`config.mk`:
```
export PLATFORM = sky130hd
export DESIGN_NAME = mtimer_flat
export DESIGN_NICKNAME = d
export VERILOG_FILES = /design/src/rtl/mtimer_if.sv /design/src/rtl/mtimer.sv /design/src/flat_wrapper.sv
export SDC_FILE = /design/constraint.sdc
export NUM_CORES = 1
export LEC_CHECK = 0
export ABC_CLOCK_PERIOD_IN_PS = 6500
export BUFFER_PORTS_ARGS = -buffer_cell sky130_fd_sc_hd__buf_4
export CAP_MARGIN = 5
export CORE_AREA = 3 3 211 213
export CTS_BUF_LIST = sky130_fd_sc_hd__clkbuf_8
export CTS_CLUSTER_DIAMETER = 200
export DETAILED_ROUTE_END_ITERATION = 10
export DIE_AREA = 0 0 214 216
export GPL_TIMING_DRIVEN = 0
export PLACE_DENSITY = 0.44
export SLEW_MARGIN = 20
export SYNTH_ARGS = -nofsm -noshare
export SYNTH_HDL_FRONTEND = slang
export SYNTH_SLANG_ARGS = --single-unit
```
`constraint.sdc`:
```
create_clock -name clk -period 6.5 [get_ports clk]
set_input_delay 0.65 -clock clk [delete_from_list [all_inputs] [get_ports clk]]
set_output_delay 0.65 -clock clk [all_outputs]
set_load 0.01 [all_outputs]
```
`src/rtl/mtimer_if.sv`:
```
// Bus port of the machine timer: one 32-bit word access per req cycle,
// answered by a registered ack one cycle later.
interface mtimer_if;
    logic        req;
    logic        we;
    logic [1:0]  addr;
    logic [31:0] wdata;
    logic [31:0] rdata;
    logic        ack;

    modport master (
        output req, we, addr, wdata,
        input  rdata, ack
    );

    modport slave (
        input  req, we, addr, wdata,
        output rdata, ack
    );
endinterface

```
`src/rtl/mtimer.sv`:
```
// RISC-V machine timer: 64-bit mtime with a clock prescaler, 64-bit mtimecmp,
// and a registered level interrupt irq_mtimecmp = (mtime >= mtimecmp).
// Word map: 0 = mtime lo, 1 = mtime hi, 2 = mtimecmp lo, 3 = mtimecmp hi.
// Optional build macro MTIMER_SNAPSHOT_EN: a read of mtime lo also latches
// mtime hi into a shadow, and a read of mtime hi returns that shadow so a
// lo-then-hi read pair is consistent across a low-word carry.
module mtimer #(
    parameter int unsigned PRESCALE     = 1,
    parameter logic [63:0] MTIMECMP_RST = 64'hFFFF_FFFF_FFFF_FFFF
) (
    input  logic     clk,
    input  logic     reset,
    mtimer_if.slave  bus,
    output logic     irq_mtimecmp
);
    localparam int unsigned DATA_W   = 32;
    localparam logic [15:0] PCNT_MAX = 16'(PRESCALE - 1);

    logic [15:0]       pcnt;
    logic              tick;
    logic [63:0]       mtime;
    logic [63:0]       mtimecmp;
    logic              wr_en;
    logic              rd_en;
    logic [DATA_W-1:0] rd_word;
`ifdef MTIMER_SNAPSHOT_EN
    logic [DATA_W-1:0] mtime_hi_shadow;
`endif

    assign tick  = (pcnt == PCNT_MAX);
    assign wr_en = bus.req & bus.we;
    assign rd_en = bus.req & ~bus.we;

    // Prescaler: counts 0..PRESCALE-1, tick on the last count
    always_ff @(posedge clk or posedge reset) begin
        if (reset)     pcnt <= '0;
        else if (tick) pcnt <= '0;
        else           pcnt <= pcnt + 16'd1;
    end

    // mtime: a software write to either half wins over (and swallows) the tick
    always_ff @(posedge clk or posedge reset) begin
        if (reset)                            mtime <= '0;
        else if (wr_en && bus.addr == 2'd0)   mtime[31:0]  <= bus.wdata;
        else if (wr_en && bus.addr == 2'd1)   mtime[63:32] <= bus.wdata;
        else if (tick)                        mtime <= mtime + 64'd1;
    end

    // mtimecmp: plain word-writable register
    always_ff @(posedge clk or posedge reset) begin
        if (reset)                            mtimecmp <= MTIMECMP_RST;
        else if (wr_en && bus.addr == 2'd2)   mtimecmp[31:0]  <= bus.wdata;
        else if (wr_en && bus.addr == 2'd3)   mtimecmp[63:32] <= bus.wdata;
    end

`ifdef MTIMER_SNAPSHOT_EN
    // Shadow of mtime hi, taken on a lo read and kept coherent with hi writes
    always_ff @(posedge clk or posedge reset) begin
        if (reset)                            mtime_hi_shadow <= '0;
        else if (wr_en && bus.addr == 2'd1)   mtime_hi_shadow <= bus.wdata;
        else if (rd_en && bus.addr == 2'd0)   mtime_hi_shadow <= mtime[63:32];
    end
`endif

    // Read mux over the currently registered values
    always_comb begin
        rd_word = '0;
        case (bus.addr)
            2'd0:    rd_word = mtime[31:0];
`ifdef MTIMER_SNAPSHOT_EN
            2'd1:    rd_word = mtime_hi_shadow;
`else
            2'd1:    rd_word = mtime[63:32];
`endif
            2'd2:    rd_word = mtimecmp[31:0];
            default: rd_word = mtimecmp[63:32];
        endcase
    end

    // Bus response: ack follows req by one cycle, rdata holds between reads
    always_ff @(posedge clk or posedge reset) begin
        if (reset) begin
            bus.ack   <= 1'b0;
            bus.rdata <= '0;
        end else begin
            bus.ack <= bus.req;
            if (rd_en) bus.rdata <= rd_word;
        end
    end

    // Interrupt level from registered values, one cycle behind mtime/mtimecmp
    always_ff @(posedge clk or posedge reset) begin
        if (reset) irq_mtimecmp <= 1'b0;
        else       irq_mtimecmp <= (mtime >= mtimecmp);
    end
endmodule

```
`src/flat_wrapper.sv`:
```
// flat-port wrapper written by rule: the top's interface ports become plain ports
module mtimer_flat 
#(
    parameter int unsigned PRESCALE     = 1,
    parameter logic [63:0] MTIMECMP_RST = 64'hFFFF_FFFF_FFFF_FFFF
)
  (clk, reset, irq_mtimecmp, bus_req, bus_we, bus_addr, bus_wdata, bus_rdata, bus_ack);
  mtimer_if bus_i ();
  input  logic clk;
  input  logic reset;
  output logic irq_mtimecmp;
  input wire logic [$bits(bus_i.req)-1:0] bus_req;
  input wire logic [$bits(bus_i.we)-1:0] bus_we;
  input wire logic [$bits(bus_i.addr)-1:0] bus_addr;
  input wire logic [$bits(bus_i.wdata)-1:0] bus_wdata;
  output wire logic [$bits(bus_i.rdata)-1:0] bus_rdata;
  output wire logic [$bits(bus_i.ack)-1:0] bus_ack;
  assign bus_i.req = bus_req;
  assign bus_i.we = bus_we;
  assign bus_i.addr = bus_addr;
  assign bus_i.wdata = bus_wdata;
  assign bus_rdata = bus_i.rdata;
  assign bus_ack = bus_i.ack;
  mtimer #(.PRESCALE(PRESCALE), .MTIMECMP_RST(MTIMECMP_RST)) u_core (.clk(clk), .reset(reset), .bus(bus_i), .irq_mtimecmp(irq_mtimecmp));
endmodule
```
==> Word-level counts from Yosys, hierarchy flattened <==
Cells that the tools add are included.
W data, S select, Z words.
{ "classes": {"n_addsub": 2, "n_lt_le_gt_ge": 1, "eq_ne": 4, "muxes": 6, "bitwise": 5, "n_reduce_logical": 11} }
{ "op_table": {"columns": ["cell", "count"], "rows": [
  ["$mux W32", 3],
  ["$pmux W32 S3", 1],
  ["$add A64 B1 Y64 const B", 1],
  ["$ge A64 B64 Y1", 1],
  ["$mux W64", 1],
  ["$add A16 B1 Y16 const B", 1],
  ["$logic_not A16 Y1", 1],
  ["$mux W16", 1],
  ["$reduce_and A2 Y1", 3],
  ["$eq A2 B2 Y1 const B", 2],
  ["$logic_and A1 B1 Y1", 4],
  ["$reduce_bool A2 Y1", 2],
  ["$not A1 Y1", 3],
  ["$and A1 B1 Y1", 2],
  ["$eq A2 B1 Y1 const B", 1],
  ["$logic_not A2 Y1", 1],
  ["$ne A2 B1 Y1 const B", 1]
]} }
{ "word_totals": {"register_bits": 178, "inputBits": 38, "output_inout_bits": 34, "elab_cells": 37} }

==> Longest topological paths before layout <==
Gate-level depths: netlist of the first run.
{ "depth": {"depth_word": 4, "depth_mapped": 10, "mapped_depth_nobuf": 8} }

==> Worst setup path before layout of the first run <==
OpenSTA, ideal clock, no wires.
{ "synth_path": {"kind": "input to register", "from": "input port bus_addr[1]", "to": "register u_core.mtime[2]", "setup_ps": 136, "t_arrival_ps": 2263, "required_ps": 6364, "slack_ps": 4101, "path_stages": 7, "path_buffers": 4, "path_cell_list": "buf_2 or2_2 buf_6 nor2_1 clkbuf_1 buf_1 o21ai_0"} }
{ "synth_between": {"elab_chain_cells": 4, "word_cells_on_any_way": 8, "cone_classes": "eq/ne (2); mux (1); reduce/logical (5)"} }
{ "synth_lines": {"columns": ["item", "line", "source"], "rows": [
  ["from (decl)", "flat_wrapper.sv:14", "input wire logic [$bits(bus_i.addr)-1:0] bus_addr;"],
  ["$eq A2 B1 Y1 or $logic_not A2 Y1 (tied branches)", "mtimer.sv:45, mtimer.sv:44", null],
  ["$logic_and A1 B1 Y1 (on tied branches)", "mtimer.sv:45, mtimer.sv:44", null],
  ["$ne A2 B1 Y1 (no line) or $reduce_bool A2 Y1 (tied branches)", null, null],
  ["$reduce_and A2 Y1 (no line)", null, null],
  ["to (signal assigned)", "mtimer.sv:44", "else if (wr_en && bus.addr == 2'd0) mtime[31:0] <= bus.wdata;"],
  ["to (signal assigned)", "mtimer.sv:46", "else if (tick) mtime <= mtime + 64'd1;"],
  ["to (decl)", "mtimer.sv:21", "logic [63:0] mtime;"]
]} }
Several ways; a longest one is shown, not always the timed one.
A chain may end at the register's enable or synchronous reset.

==> Final worst setup path of the first run <==
{ "layout_path": {"from": "register u_core.mtime[0]", "to": "register u_core.mtime[56]"} }
{ "layout_between": {"elab_chain_cells": 3} }
{ "layout_lines": {"columns": ["item", "line", "source"], "rows": [
  ["$add A64 B1 Y64", "mtimer.sv:46", null],
  ["$mux W64", "mtimer.sv:46", null],
  ["$mux W32", "mtimer.sv:45", "else if (wr_en && bus.addr == 2'd1) mtime[63:32] <= bus.wdata;"]
]} }
No other way between the ends. The select of a mux whose other input is x is not followed.

==> impl_metrics.env, run 1 <==
export IMPL_status="finished, final reports clean"
export IMPL_cp_top_family="simple AND/OR/NAND/NOR gates"
export IMPL_ctsHoldBuffers=0
export IMPL_post_cts_setup_buffers=0
export IMPL_num_fill_cells=4526
export IMPL_r2r_end="u_core.mtime[56]$_DFFE_PP0P_"
export IMPL_hold_worst_slack_ns=0.124
export IMPL_worst_ep_arrival_time_ns=3.90
export IMPL_crit_chain="ha_1, nand3_1, nor3_1, nand3_1, nor3_1, a311oi_1, nor3_1"
export IMPL_nNetsFinal=1197
export IMPL_wl_met2_microns=16000
export IMPL_power_density_nw_per_um2=299
export IMPL_grt_pass1_vias=8508
export IMPL_initialDrtViolationCount=725
export IMPL_track_usage_pct=15.2
export IMPL_rsz0062_at_grt="no"
export IMPL_fmax_mhz=288
export IMPL_wl_met1_microns=16000
export IMPL_routed_via_density=4.94
export IMPL_worstReg2RegStart="u_core.mtime[0]$_DFFE_PP0P_"
export IMPL_synth_flop_cell="dfrtp_1"
export IMPL_synth_cell_area_sq_um=10600
export IMPL_place_area_sq_um=11900
export IMPL_combPwrFrac_pct=29.6
export IMPL_place_gp_congestion=0.873
export IMPL_cp_num_buf_inv=0
export IMPL_antenna_found_initial=1
export IMPL_grt_pass1_wl_microns=53400
export IMPL_grt_max_degree=74
export IMPL_areaGrowthSynthToFinish_pct=16.7
export IMPL_ant_nets=0
export IMPL_cp_max_fo=7
export IMPL_cts_htree_levels=4
export IMPL_internal_power_mw=2.44
export IMPL_crit_path_end_kind="flop"
export IMPL_cts_resized=0
export IMPL_setup_viol=0
export IMPL_cts_sinks=178
export IMPL_dp_slack_ns=2.79
export IMPL_dr_total_vias=8357
export IMPL_syn_num_nets=1107
export IMPL_ios=72
export IMPL_relSlewSlack_pct=32.6
export IMPL_final_core_util_pct=28.9
export IMPL_syn_area_per_cell_sq_um=10.6
export IMPL_multiInputGateArea_sq_um=5620
export IMPL_p_clk_share_pct=24.4
export IMPL_final_period_utilization_pct=53.4
export IMPL_regArea_sq_um=4530
export IMPL_clkTransAtPathRegs_ns=0.11
export IMPL_leakagePower_nw=5.06
export IMPL_start_util_pct=24.8
export IMPL_row_count=76
export IMPL_clock_latency_ns=0.50
export IMPL_dr_pass1_iters=7
export IMPL_yosys_register_bits=178
export IMPL_wl_met3_microns=1890
export IMPL_seq_area_frac_synth_pct=42.7
export IMPL_r2r_cells=7
export IMPL_dp_hpwl_microns=25900
export IMPL_syn_instance_count=1002
export IMPL_setup_slack_ns=3.03
export IMPL_synth_edf_count=0
export IMPL_rrSetupSlack_ns=3.03
export IMPL_crit_type="reg2reg"
export IMPL_drcViolationCount=0
export IMPL_cts_inserted_buffers=17
export IMPL_async_flop_share_pct=100
export IMPL_max_cap_violations=0
export IMPL_irDropWorstVdd_mv=0.104
export IMPL_yosysWarnings=0
export IMPL_crit_required_ns=6.92
export IMPL_die_area_sq_um=46200
export IMPL_wl_per_cell_microns=20.5
export IMPL_drive_gt1_share_pct=28.8
export IMPL_hp_class="in2async"
export IMPL_drv_slew=0
export IMPL_switchingPower_mw=1.28
export IMPL_clock_skew_ns=0.0179
export IMPL_cts_max_path_buffers=2
export IMPL_cts_root_buffer="clkbuf_8"
export IMPL_setup_tns_ns=0
export IMPL_final_hold_violation_count=0
export IMPL_fin_area_sq_um=12400
export IMPL_post_route_min_period_ns=3.47
export IMPL_tightest_slew_ns=1.00
export IMPL_core_sq_um=42900
export IMPL_cts_tree="done"
export IMPL_portBuffers=69
export IMPL_synth_distinct_cells=64
export IMPL_wl_microns=34700
export IMPL_die_w_microns=214
export IMPL_dr_max_layer_used="met4"
export IMPL_p_seq_share_pct=46.0
export IMPL_switching_share_pct=34.3
export IMPL_path_common_cell="nor3_1"
export IMPL_start_kind="flop"
export IMPL_die_h_microns=216
export IMPL_grt_overflow=0
export IMPL_slowest_stage="nor3_1"
export IMPL_cpPeakStageDelay_ns=0.85
cell usage after synthesis (5+ instances only):
cell	number	share of area (%)
a211oi_1	8	0.56
a21o_1	10	0.71
a21oi_1	42	2.0
a311oi_1	7	0.58
and3_1	6	0.35
and4_1	6	0.49
buf_1	5	0.18
clkbuf_1	32	1.1
dfrtp_1	114	27
dfstp_2	64	16
ha_1	67	7.9
inv_1	77	2.7
mux2_2	96	10
mux4_2	31	6.6
nand2_1	90	3.2
nand3_1	45	2.1
nand4_1	28	1.6
nor2_1	43	1.5
nor2b_1	5	0.29
nor3_1	30	1.4
nor4_1	20	1.2
o211ai_1	6	0.42
o21ai_0	49	2.3
o22ai_1	5	0.29
o31ai_1	5	0.35
or3_1	9	0.53
xnor2_1	35	2.9
xor2_1	8	0.66
registers in the layout, indices dropped and copies added, names as in the netlist:
register / count
u_core.pcnt: 16
u_core.mtime: 64
u_core.irq_mtimecmp: 1
u_core.mtimecmp: 64
u_core.bus.rdata: 32
u_core.bus.ack: 1
power groups by stage:
stage	logic, mW	clock network [mW]	registers, mW
floorplan	0.715	0	1.66
global placement	1.09	0	1.72
detailed placement	1.11	0	1.73
CTS	1.12	0.936	1.71
global route	1.24	0.986	1.76
finish	1.10	0.907	1.71
kinds of logic (layout without fill, tap and decap cells):
logic type | after synthesis | after routing | share of synthesized area, %
buf+inv | 121 | 224 | 4.54
flops | 178 | 178 | 42.7
mux | 130 | 130 | 17.2
xor+xnor | 43 | 43 | 3.54
compound gates | 158 | 158 | 9.29
fa+ha+maj | 67 | 67 | 7.89
simple gates | 305 | 305 | 14.9
other cells | 0 | 1 | 0
cell type report:
type | count | area share [%]
Clock inverter | 13 | 1.58
Buffer | 44 | 1.58
Timing Repair Buffer | 71 | 4.62
Sequential cell | 178 | 36.5
Multi-Input combinational cell | 703 | 45.3
Tap cell | 585 | 5.90
Antenna cell | 1 | 0.0202
Inverter | 77 | 2.39
Clock buffer | 19 | 2.11
worst reg2reg max path: cells and delay by family, from the launching register on:
kind / cells / cell delay (ns)
flip-flops: 1 / 0.56
adder cells (fa/ha/maj): 1 / 0.24
AND/OR/NAND/NOR: 5 / 2.42
AO/OA/AOI/OAI: 1 / 0.18
placed cells by master, fill, tap and decap left out, types with 42 or more instances in the layout:
cell,instances
nand2_1,90
inv_1,76
dfstp_2,64
nand3_1,45
buf_4,69
o21ai_0,49
a21oi_1,42
nor2_1,43
mux2_2,96
dfrtp_1,114
ha_1,67
worst max-delay path by stage:
stage                                           start                               end  slack [ns]  depth (start not counted)
after global routing      u_core.mtime[0]$_DFFE_PP0P_      u_core.mtime[56]$_DFFE_PP0P_        2.92                          7
after floorplan                                 reset          u_core.bus.ack$_DFF_PP0_        1.13                          1
after detailed placement                  bus_addr[1]       u_core.mtime[2]$_DFFE_PP0P_        2.79                          7
final                     u_core.mtime[0]$_DFFE_PP0P_      u_core.mtime[56]$_DFFE_PP0P_        3.03                          7
after global placement                          reset  u_core.bus.rdata[14]$_DFFE_PP0P_       -1.72                          2
after CTS                 u_core.mtime[0]$_DFFE_PP0P_      u_core.mtime[56]$_DFFE_PP0P_        3.12                          7
layer usage:
metal	vias to the layer above	global-route usage (%)
met2	244	24.0
met1	4221	21.1
met4	0	4.73
met5	-	0
met3	39	3.04
li1	3853	-
through the flow:
stage,instances,total power [mW]
floorplan,1002,2.38
global placement,1656,2.82
detailed placement,1658,2.84
CTS,1690,3.77
global route,1691,3.99
finish,1691,3.71
Note: power is estimated with default switching activity, not from simulation.
==> run 2: changes to the inputs <==
--- a/config.mk
+++ b/config.mk
@@ -5,16 +5,17 @@
 export SDC_FILE = /design/constraint.sdc
 export NUM_CORES = 1
 export LEC_CHECK = 0
-export ABC_CLOCK_PERIOD_IN_PS = 6500
+export ABC_AREA = 1
+export ABC_CLOCK_PERIOD_IN_PS = 3050
 export BUFFER_PORTS_ARGS = -buffer_cell sky130_fd_sc_hd__buf_4
 export CAP_MARGIN = 5
-export CORE_AREA = 3 3 211 213
+export CORE_AREA = 3 3 224 226
 export CTS_BUF_LIST = sky130_fd_sc_hd__clkbuf_8
 export CTS_CLUSTER_DIAMETER = 200
 export DETAILED_ROUTE_END_ITERATION = 10
-export DIE_AREA = 0 0 214 216
+export DIE_AREA = 0 0 227 229
 export GPL_TIMING_DRIVEN = 0
-export PLACE_DENSITY = 0.44
+export PLACE_DENSITY = 0.46
 export SLEW_MARGIN = 20
 export SYNTH_ARGS = -nofsm -noshare
 export SYNTH_HDL_FRONTEND = slang
==> constraint.sdc (replaced) <==
create_clock -name clk -period 3.05 [get_ports clk]
set_input_delay 0.305 -clock clk [delete_from_list [all_inputs] [get_ports clk]]
set_output_delay 0.305 -clock clk [all_outputs]
set_load 0.01 [all_outputs]
==> impl_metrics.env, run 2 <==
export IMPL_status="finished, final reports clean"
export IMPL_start_kind="flop"
export IMPL_grt_overflow=0
export IMPL_cts_root_buffer="clkbuf_8"
export IMPL_ant_nets=0
export IMPL_instances_no_fill=2505
export IMPL_switchingPower_mw=3.39
export IMPL_internal_power_mw=4.81
export IMPL_combPwrFrac_pct=34.8
export IMPL_die_h_microns=229
export IMPL_track_usage_pct=20.4
export IMPL_relSlewSlack_pct=22.5
export IMPL_cp_max_fo=6
export IMPL_crit_type="reg2reg"
export IMPL_dr_pass1_iters=6
export IMPL_place_area_sq_um=13500
export IMPL_crit_required_ns=3.52
export IMPL_synth_cell_area_sq_um=12000
export IMPL_dp_hpwl_microns=41500
export IMPL_cts_max_path_buffers=2
export IMPL_cts_inserted_buffers=17
export IMPL_use_met3_pct=3.27
export IMPL_cts_resized=0
export IMPL_irDropWorstVdd_mv=0.281
export IMPL_ios=72
export IMPL_top_usage_layer="met2"
export IMPL_regArea_sq_um=4530
export IMPL_tightest_slew_ns=1.16
export IMPL_antenna_found_initial=1
export IMPL_portBuffers=71
export IMPL_setup_viol=0
export IMPL_worst_ep_arrival_time_ns=2.96
export IMPL_grtUsageMet1_pct=28.6
export IMPL_syn_instance_count=1739
export IMPL_grt_max_degree=33
export IMPL_syn_num_nets=1844
export IMPL_seq_area_frac_synth_pct=37.7
export IMPL_synth_top_area_cell="dfrtp_1"
export IMPL_start_util_pct=24.8
export IMPL_leakagePower_nw=6.83
export IMPL_multiInputGateArea_sq_um=6340
export IMPL_post_route_min_period_ns=2.49
export IMPL_yosysMostFrequentCell="nand2_1"
export IMPL_dr_total_vias=12072
export IMPL_cts_htree_levels=4
export IMPL_core_sq_um=48500
export IMPL_synth_top_cells_by_count="554 x nand2_1, 235 x inv_1, 162 x nor2_1"
export IMPL_reg_top3="u_core.mtime: 64 flops, u_core.mtimecmp: 64 flops, u_core.bus.rdata: 32 flops"
export IMPL_fin_area_sq_um=14200
export IMPL_ys_top_cells_by_area="dfrtp_1 24%, nand2_1 17%, dfstp_2 14%, inv_1 7.3%, ha_1 7.0%"
export IMPL_syn_area_per_cell_sq_um=6.92
export IMPL_clock_latency_ns=0.54
export IMPL_switching_share_pct=41.4
export IMPL_power_density_nw_per_um2=577
export IMPL_crit_path_end_kind="flop"
export IMPL_synth_distinct_cells=41
export IMPL_die_w_microns=227
export IMPL_max_cap_violations=0
export IMPL_grt_pass1_wl_microns=77200
export IMPL_grtUsageMet2_pct=32.4
export IMPL_drcViolationCount=0
export IMPL_clkTransAtPathRegs_ns=0.10
export IMPL_nNetsFinal=1974
export IMPL_post_synth_top_area_fraction_pct=23.7
export IMPL_place_gp_congestion=0.979
export IMPL_wl_per_cell_microns=21.0
export IMPL_layout_common_cells="554 x nand2_1, 234 x inv_1, 162 x nor2_1"
export IMPL_synth_edf_count=0
export IMPL_hp_class="in2async"
export IMPL_routed_via_density=4.82
export IMPL_die_area_sq_um=52000
export IMPL_dp_slack_ns=0.535
export IMPL_clock_skew_ns=0.0237
export IMPL_num_fill_cells=5347
export IMPL_async_flop_share_pct=100
export IMPL_cts_tree="done"
export IMPL_setup_slack_ns=0.558
export IMPL_p_seq_share_pct=43.5
export IMPL_grt_pass1_vias=11565
export IMPL_synth_flop_cell="dfrtp_1"
export IMPL_drv_slew=0
export IMPL_row_count=81
export IMPL_yosys_register_bits=178
export IMPL_rsz0062_at_grt="no"
export IMPL_final_period_utilization_pct=81.7
export IMPL_layout_commonest_cell="nand2_1"
export IMPL_cts_sinks=178
export IMPL_dp_cells=2438
export IMPL_wl_microns=52500
export IMPL_p_clk_share_pct=21.7
export IMPL_yosysWarnings=0
export IMPL_setup_tns_ns=0
export IMPL_areaGrowthSynthToFinish_pct=18.1
export IMPL_final_hold_violation_count=0
export IMPL_drive_gt1_share_pct=12.0
export IMPL_fmax_mhz=401
export IMPL_initialDrtViolationCount=1025
==> run 2: cell types whose count changed in the layout (fill, tap and decap cells not counted), sizes merged, moves of 26 or more <==
cell and change:
nand2 +468, dlygate4sd3 +34, nand3 +52, mux2 -95, a21oi +27, mux4 -32
o22ai +26, xnor2 -28, inv +161, nor2 +128, o21ai +96, a221oi +30
==> run 2: stage by stage <==
step,utilization (%),power [mW],hold WS [ns]
6_report,29.3,8.20,0.292
5_1_grt,29.3,8.86,0.289
4_1_cts,29.3,8.29,0.239
3_5_place_dp,27.7,6.42,0.300
3_3_place_gp,27.5,6.36,0.442
2_1_floorplan,-,5.25,0.336
==> run 2: final timing paths <==
kind | start | endpoint | slack (ns) | cells past startpoint
setup reg to reg | u_core.mtime[1]$_DFFE_PP0P_ | u_core.mtime[14]$_DFFE_PP0P_ | 0.56 | 8
hold reg to reg | u_core.pcnt[13]$_DFF_PP0_ | u_core.pcnt[13]$_DFF_PP0_ | 0.48 | 1
hold / removal | reset | u_core.pcnt[11]$_DFF_PP0_ | 0.29 | 3
setup / recovery | u_core.mtime[1]$_DFFE_PP0P_ | u_core.mtime[14]$_DFFE_PP0P_ | 0.56 | 8
max in group asynchronous | reset | u_core.mtimecmp[57]$_DFFE_PP1P_ | 1.74 | 6
min in group clk | bus_addr[1] | u_core.bus.rdata[6]$_DFFE_PP0P_ | 0.41 | 5
==> run 2: metal layers <==
| metal | share of wire, % | vias up |
|---|---|---|
| li1 | - | 5891 |
| met5 | 0 | - |
| met1 | 47 | 5798 |
| met4 | 2.1 | 0 |
| met2 | 46 | 330 |
| met3 | 5.3 | 53 |
==> run 2: power groups by stage <==
stage / logic (mW) / registers, mW / clock network, mW
after floorplan: 1.83 / 3.42 / 0
after global placement: 2.77 / 3.59 / 0
after detailed placement: 2.82 / 3.59 / 0
after CTS: 2.88 / 3.56 / 1.85
after global routing: 3.28 / 3.65 / 1.93
final: 2.86 / 3.57 / 1.78
==> run 2: cell families (layout without fill, tap and decap cells) <==
logic type	count (synthesis)	in the layout	share of synthesized area, %
and+or+nand+nor	890	890	30.6
adders and majority gates	67	67	6.97
other	0	1	0
AOI/OAI and AO/OA	289	289	13.8
muxes	1	1	0.0936
buffers and inverters	296	439	9.59
DFF	178	178	37.7
xor gates and xnor gates	18	18	1.31
==> run 2: cell type report <==
type                       count  share of cell area [%]
timing repair buffer         111                    6.99
antenna                        1                  0.0176
buffer                        55                    1.76
tap                          622                    5.48
clock buffer                  18                    1.74
sequential                   178                    31.9
clock inverter                14                    1.07
multi-input combinational   1265                    44.6
inverter                     241                    6.39
==> run 2: repair_timing <==
item,4_1_cts,5_1_grt
hold buffers,34,0
buffers inserted,0,0
setup endpoints to repair,0,0
hold endpoints to repair,73,0
==> run 2: worst max-delay path, stage by stage (launching register included) <==
cell      delay [ns]
dfrtp_1         0.50
ha_1            0.31
nand3_1         0.12
nor2_1          0.38
nand3_1         0.46
or2_2           0.43
nand3_1         0.07
o211ai_1        0.09
nand2_1         0.08
==> run 3: changes to the inputs <==
--- a/config.mk
+++ b/config.mk
@@ -5,17 +5,17 @@
 export SDC_FILE = /design/constraint.sdc
 export NUM_CORES = 1
 export LEC_CHECK = 0
-export ABC_AREA = 1
-export ABC_CLOCK_PERIOD_IN_PS = 3050
+export ABC_AREA = 0
+export ABC_CLOCK_PERIOD_IN_PS = 2300
 export BUFFER_PORTS_ARGS = -buffer_cell sky130_fd_sc_hd__buf_4
 export CAP_MARGIN = 5
-export CORE_AREA = 3 3 224 226
+export CORE_AREA = 3 3 211 213
 export CTS_BUF_LIST = sky130_fd_sc_hd__clkbuf_8
 export CTS_CLUSTER_DIAMETER = 200
 export DETAILED_ROUTE_END_ITERATION = 10
-export DIE_AREA = 0 0 227 229
+export DIE_AREA = 0 0 214 216
 export GPL_TIMING_DRIVEN = 0
-export PLACE_DENSITY = 0.46
+export PLACE_DENSITY = 0.44
 export SLEW_MARGIN = 20
 export SYNTH_ARGS = -nofsm -noshare
 export SYNTH_HDL_FRONTEND = slang
==> constraint.sdc (replaced) <==
create_clock -name clk -period 2.3 [get_ports clk]
set_input_delay 0.23 -clock clk [delete_from_list [all_inputs] [get_ports clk]]
set_output_delay 0.23 -clock clk [all_outputs]
set_load 0.01 [all_outputs]
==> impl_metrics.env, run 3 (synthesized netlist as in run 1, its figures left out) <==
export IMPL_tightest_slew_ns=0.945
export IMPL_wl_per_cell_microns=20.3
export IMPL_grt_overflow=0
export IMPL_dr_pass1_iters=5
export IMPL_leakagePower_nw=5.75
export IMPL_cts_sinks=178
export IMPL_grt_pass1_wl_microns=55500
export IMPL_core_sq_um=42900
export IMPL_die_area_sq_um=46200
export IMPL_clock_skew_ns=0.0219
export IMPL_crit_required_ns=2.67
export IMPL_max_cap_violations=0
export IMPL_die_w_microns=214
export IMPL_areaGrowthSynthToFinish_pct=32.0
export IMPL_fin_area_sq_um=14000
export IMPL_crit_type="reg2reg"
export IMPL_irDropWorstVdd_mv=0.275
export IMPL_antenna_found_initial=1
export IMPL_die_h_microns=216
export IMPL_dr_total_vias=8913
export IMPL_track_usage_pct=15.8
export IMPL_cts_max_path_buffers=2
export IMPL_ios=72
export IMPL_cp_max_fo=4
export IMPL_drcViolationCount=0
export IMPL_post_route_min_period_ns=2.34
export IMPL_ant_nets=0
export IMPL_setup_slack_ns=-0.0373
export IMPL_drv_slew=0
export IMPL_cts_htree_levels=4
export IMPL_rrSetupSlack_ns=-0.04
export IMPL_clkTransAtPathRegs_ns=0.10
export IMPL_drive_gt1_share_pct=41.7
export IMPL_fmax_mhz=428
export IMPL_status="complete, but fails checks"
export IMPL_rsz0062_at_grt="yes"
export IMPL_start_kind="flop"
export IMPL_place_gp_congestion=0.890
export IMPL_crit_path_end_kind="flop"
export IMPL_setup_viol=2
export IMPL_cts_inserted_buffers=17
export IMPL_reg_top3="u_core.mtime: 64 flops, u_core.mtimecmp: 64 flops, u_core.bus.rdata: 32 flops"
export IMPL_row_count=76
export IMPL_routed_via_density=4.95
export IMPL_start_util_pct=24.8
export IMPL_grt_pass1_vias=8855
export IMPL_final_hold_violation_count=0
export IMPL_place_area_sq_um=12000
export IMPL_relSlewSlack_pct=37.0
export IMPL_cts_tree="done"
export IMPL_layout_commonest_cell="buf_4"
export IMPL_grt_max_degree=32
export IMPL_layout_common_cells="141 x buf_4, 96 x mux2_2, 87 x nand2_1"
export IMPL_final_period_utilization_pct=102
export IMPL_worst_ep_arrival_time_ns=2.70
export IMPL_portBuffers=69
export IMPL_clock_latency_ns=0.51
export IMPL_initialDrtViolationCount=630
export IMPL_nNetsFinal=1307
export IMPL_total_power_mw=11.2
export IMPL_power_density_nw_per_um2=797
export IMPL_dp_hpwl_microns=26500
export IMPL_final_core_util_pct=32.7
export IMPL_cts_root_buffer="clkbuf_8"
export IMPL_wl_microns=36500
export IMPL_hp_class="in2reg"
export IMPL_violations="setup timing"
-- run 3: area by class of cell --
| type | count | area [sq um] |
|---|---|---|
| well taps | 585 | 732 |
| inverters | 77 | 293 |
| clock inverters | 15 | 229 |
| repair buffers | 181 | 1560 |
| flip-flops and latches | 178 | 4580 |
| multi-input cells | 703 | 6140 |
| plain buffers | 44 | 270 |
| clock buffers | 17 | 234 |
| fillers | 4391 | 28900 |
| diodes | 1 | 2.50 |
-- run 3: path summary, 6_finish.rpt --
path,endpoint,cells after the start,from
setup / recovery,u_core.mtime[49]$_DFFE_PP0P_,7,u_core.mtime[36]$_DFFE_PP0P_
hold / removal,u_core.mtimecmp[19]$_DFFE_PP1P_,2,bus_wdata[19]
setup reg to reg,u_core.mtime[49]$_DFFE_PP0P_,7,u_core.mtime[36]$_DFFE_PP0P_
hold reg to reg,u_core.pcnt[15]$_DFF_PP0_,1,u_core.pcnt[15]$_DFF_PP0_
max in group asynchronous,u_core.mtimecmp[16]$_DFFE_PP1P_,6,reset
min in group asynchronous,u_core.mtime[62]$_DFFE_PP0P_,3,reset
-- run 3: critical path: stages, from the launching register on --
cell     delay [ns]
dfrtp_2        0.42
nand4_1        0.17
buf_4          0.20
or4_4          0.50
or3_4          0.46
nor4_4         0.22
xnor2_1        0.16
a21oi_1        0.08
-- run 3: what timing repair did --
item,CTS,global route
endpoints found under the hold margin,112,0
gates resized for setup,113,54
setup endpoints to repair,70,43
pin swaps,33,15
hold buffers,33,0
buffers inserted,49,23
-- run 3: per-stage QoR --
step	hold WS (ns)	worst slack, ns	TNS (ns)	std cells
after floorplan	0.261	-0.158	-18.05	1002
after global placement	0.400	-1.64	-297.64	1656
after detailed placement	0.365	-1.09	-68.02	1663
after CTS	0.00648	-0.0337	-0.0484	1777
after global routing	0.0126	-0.100	-0.282	1801
final	0.0423	-0.0373	-0.0609	1801
-- run 3: power breakdown --
part           switching, mW  internal (mW)
sequential             0.785           4.05
clock                   1.30           1.31
combinational           1.79           1.95
-- run 3: metal layers --
metal	global-route usage, %	vias to the layer above	wire, microns
met2	25.5	263	17200
met3	2.72	36	1930
met1	21.8	4543	16800
li1	-	4071	-
met4	4.29	0	608
met5	0	-	0
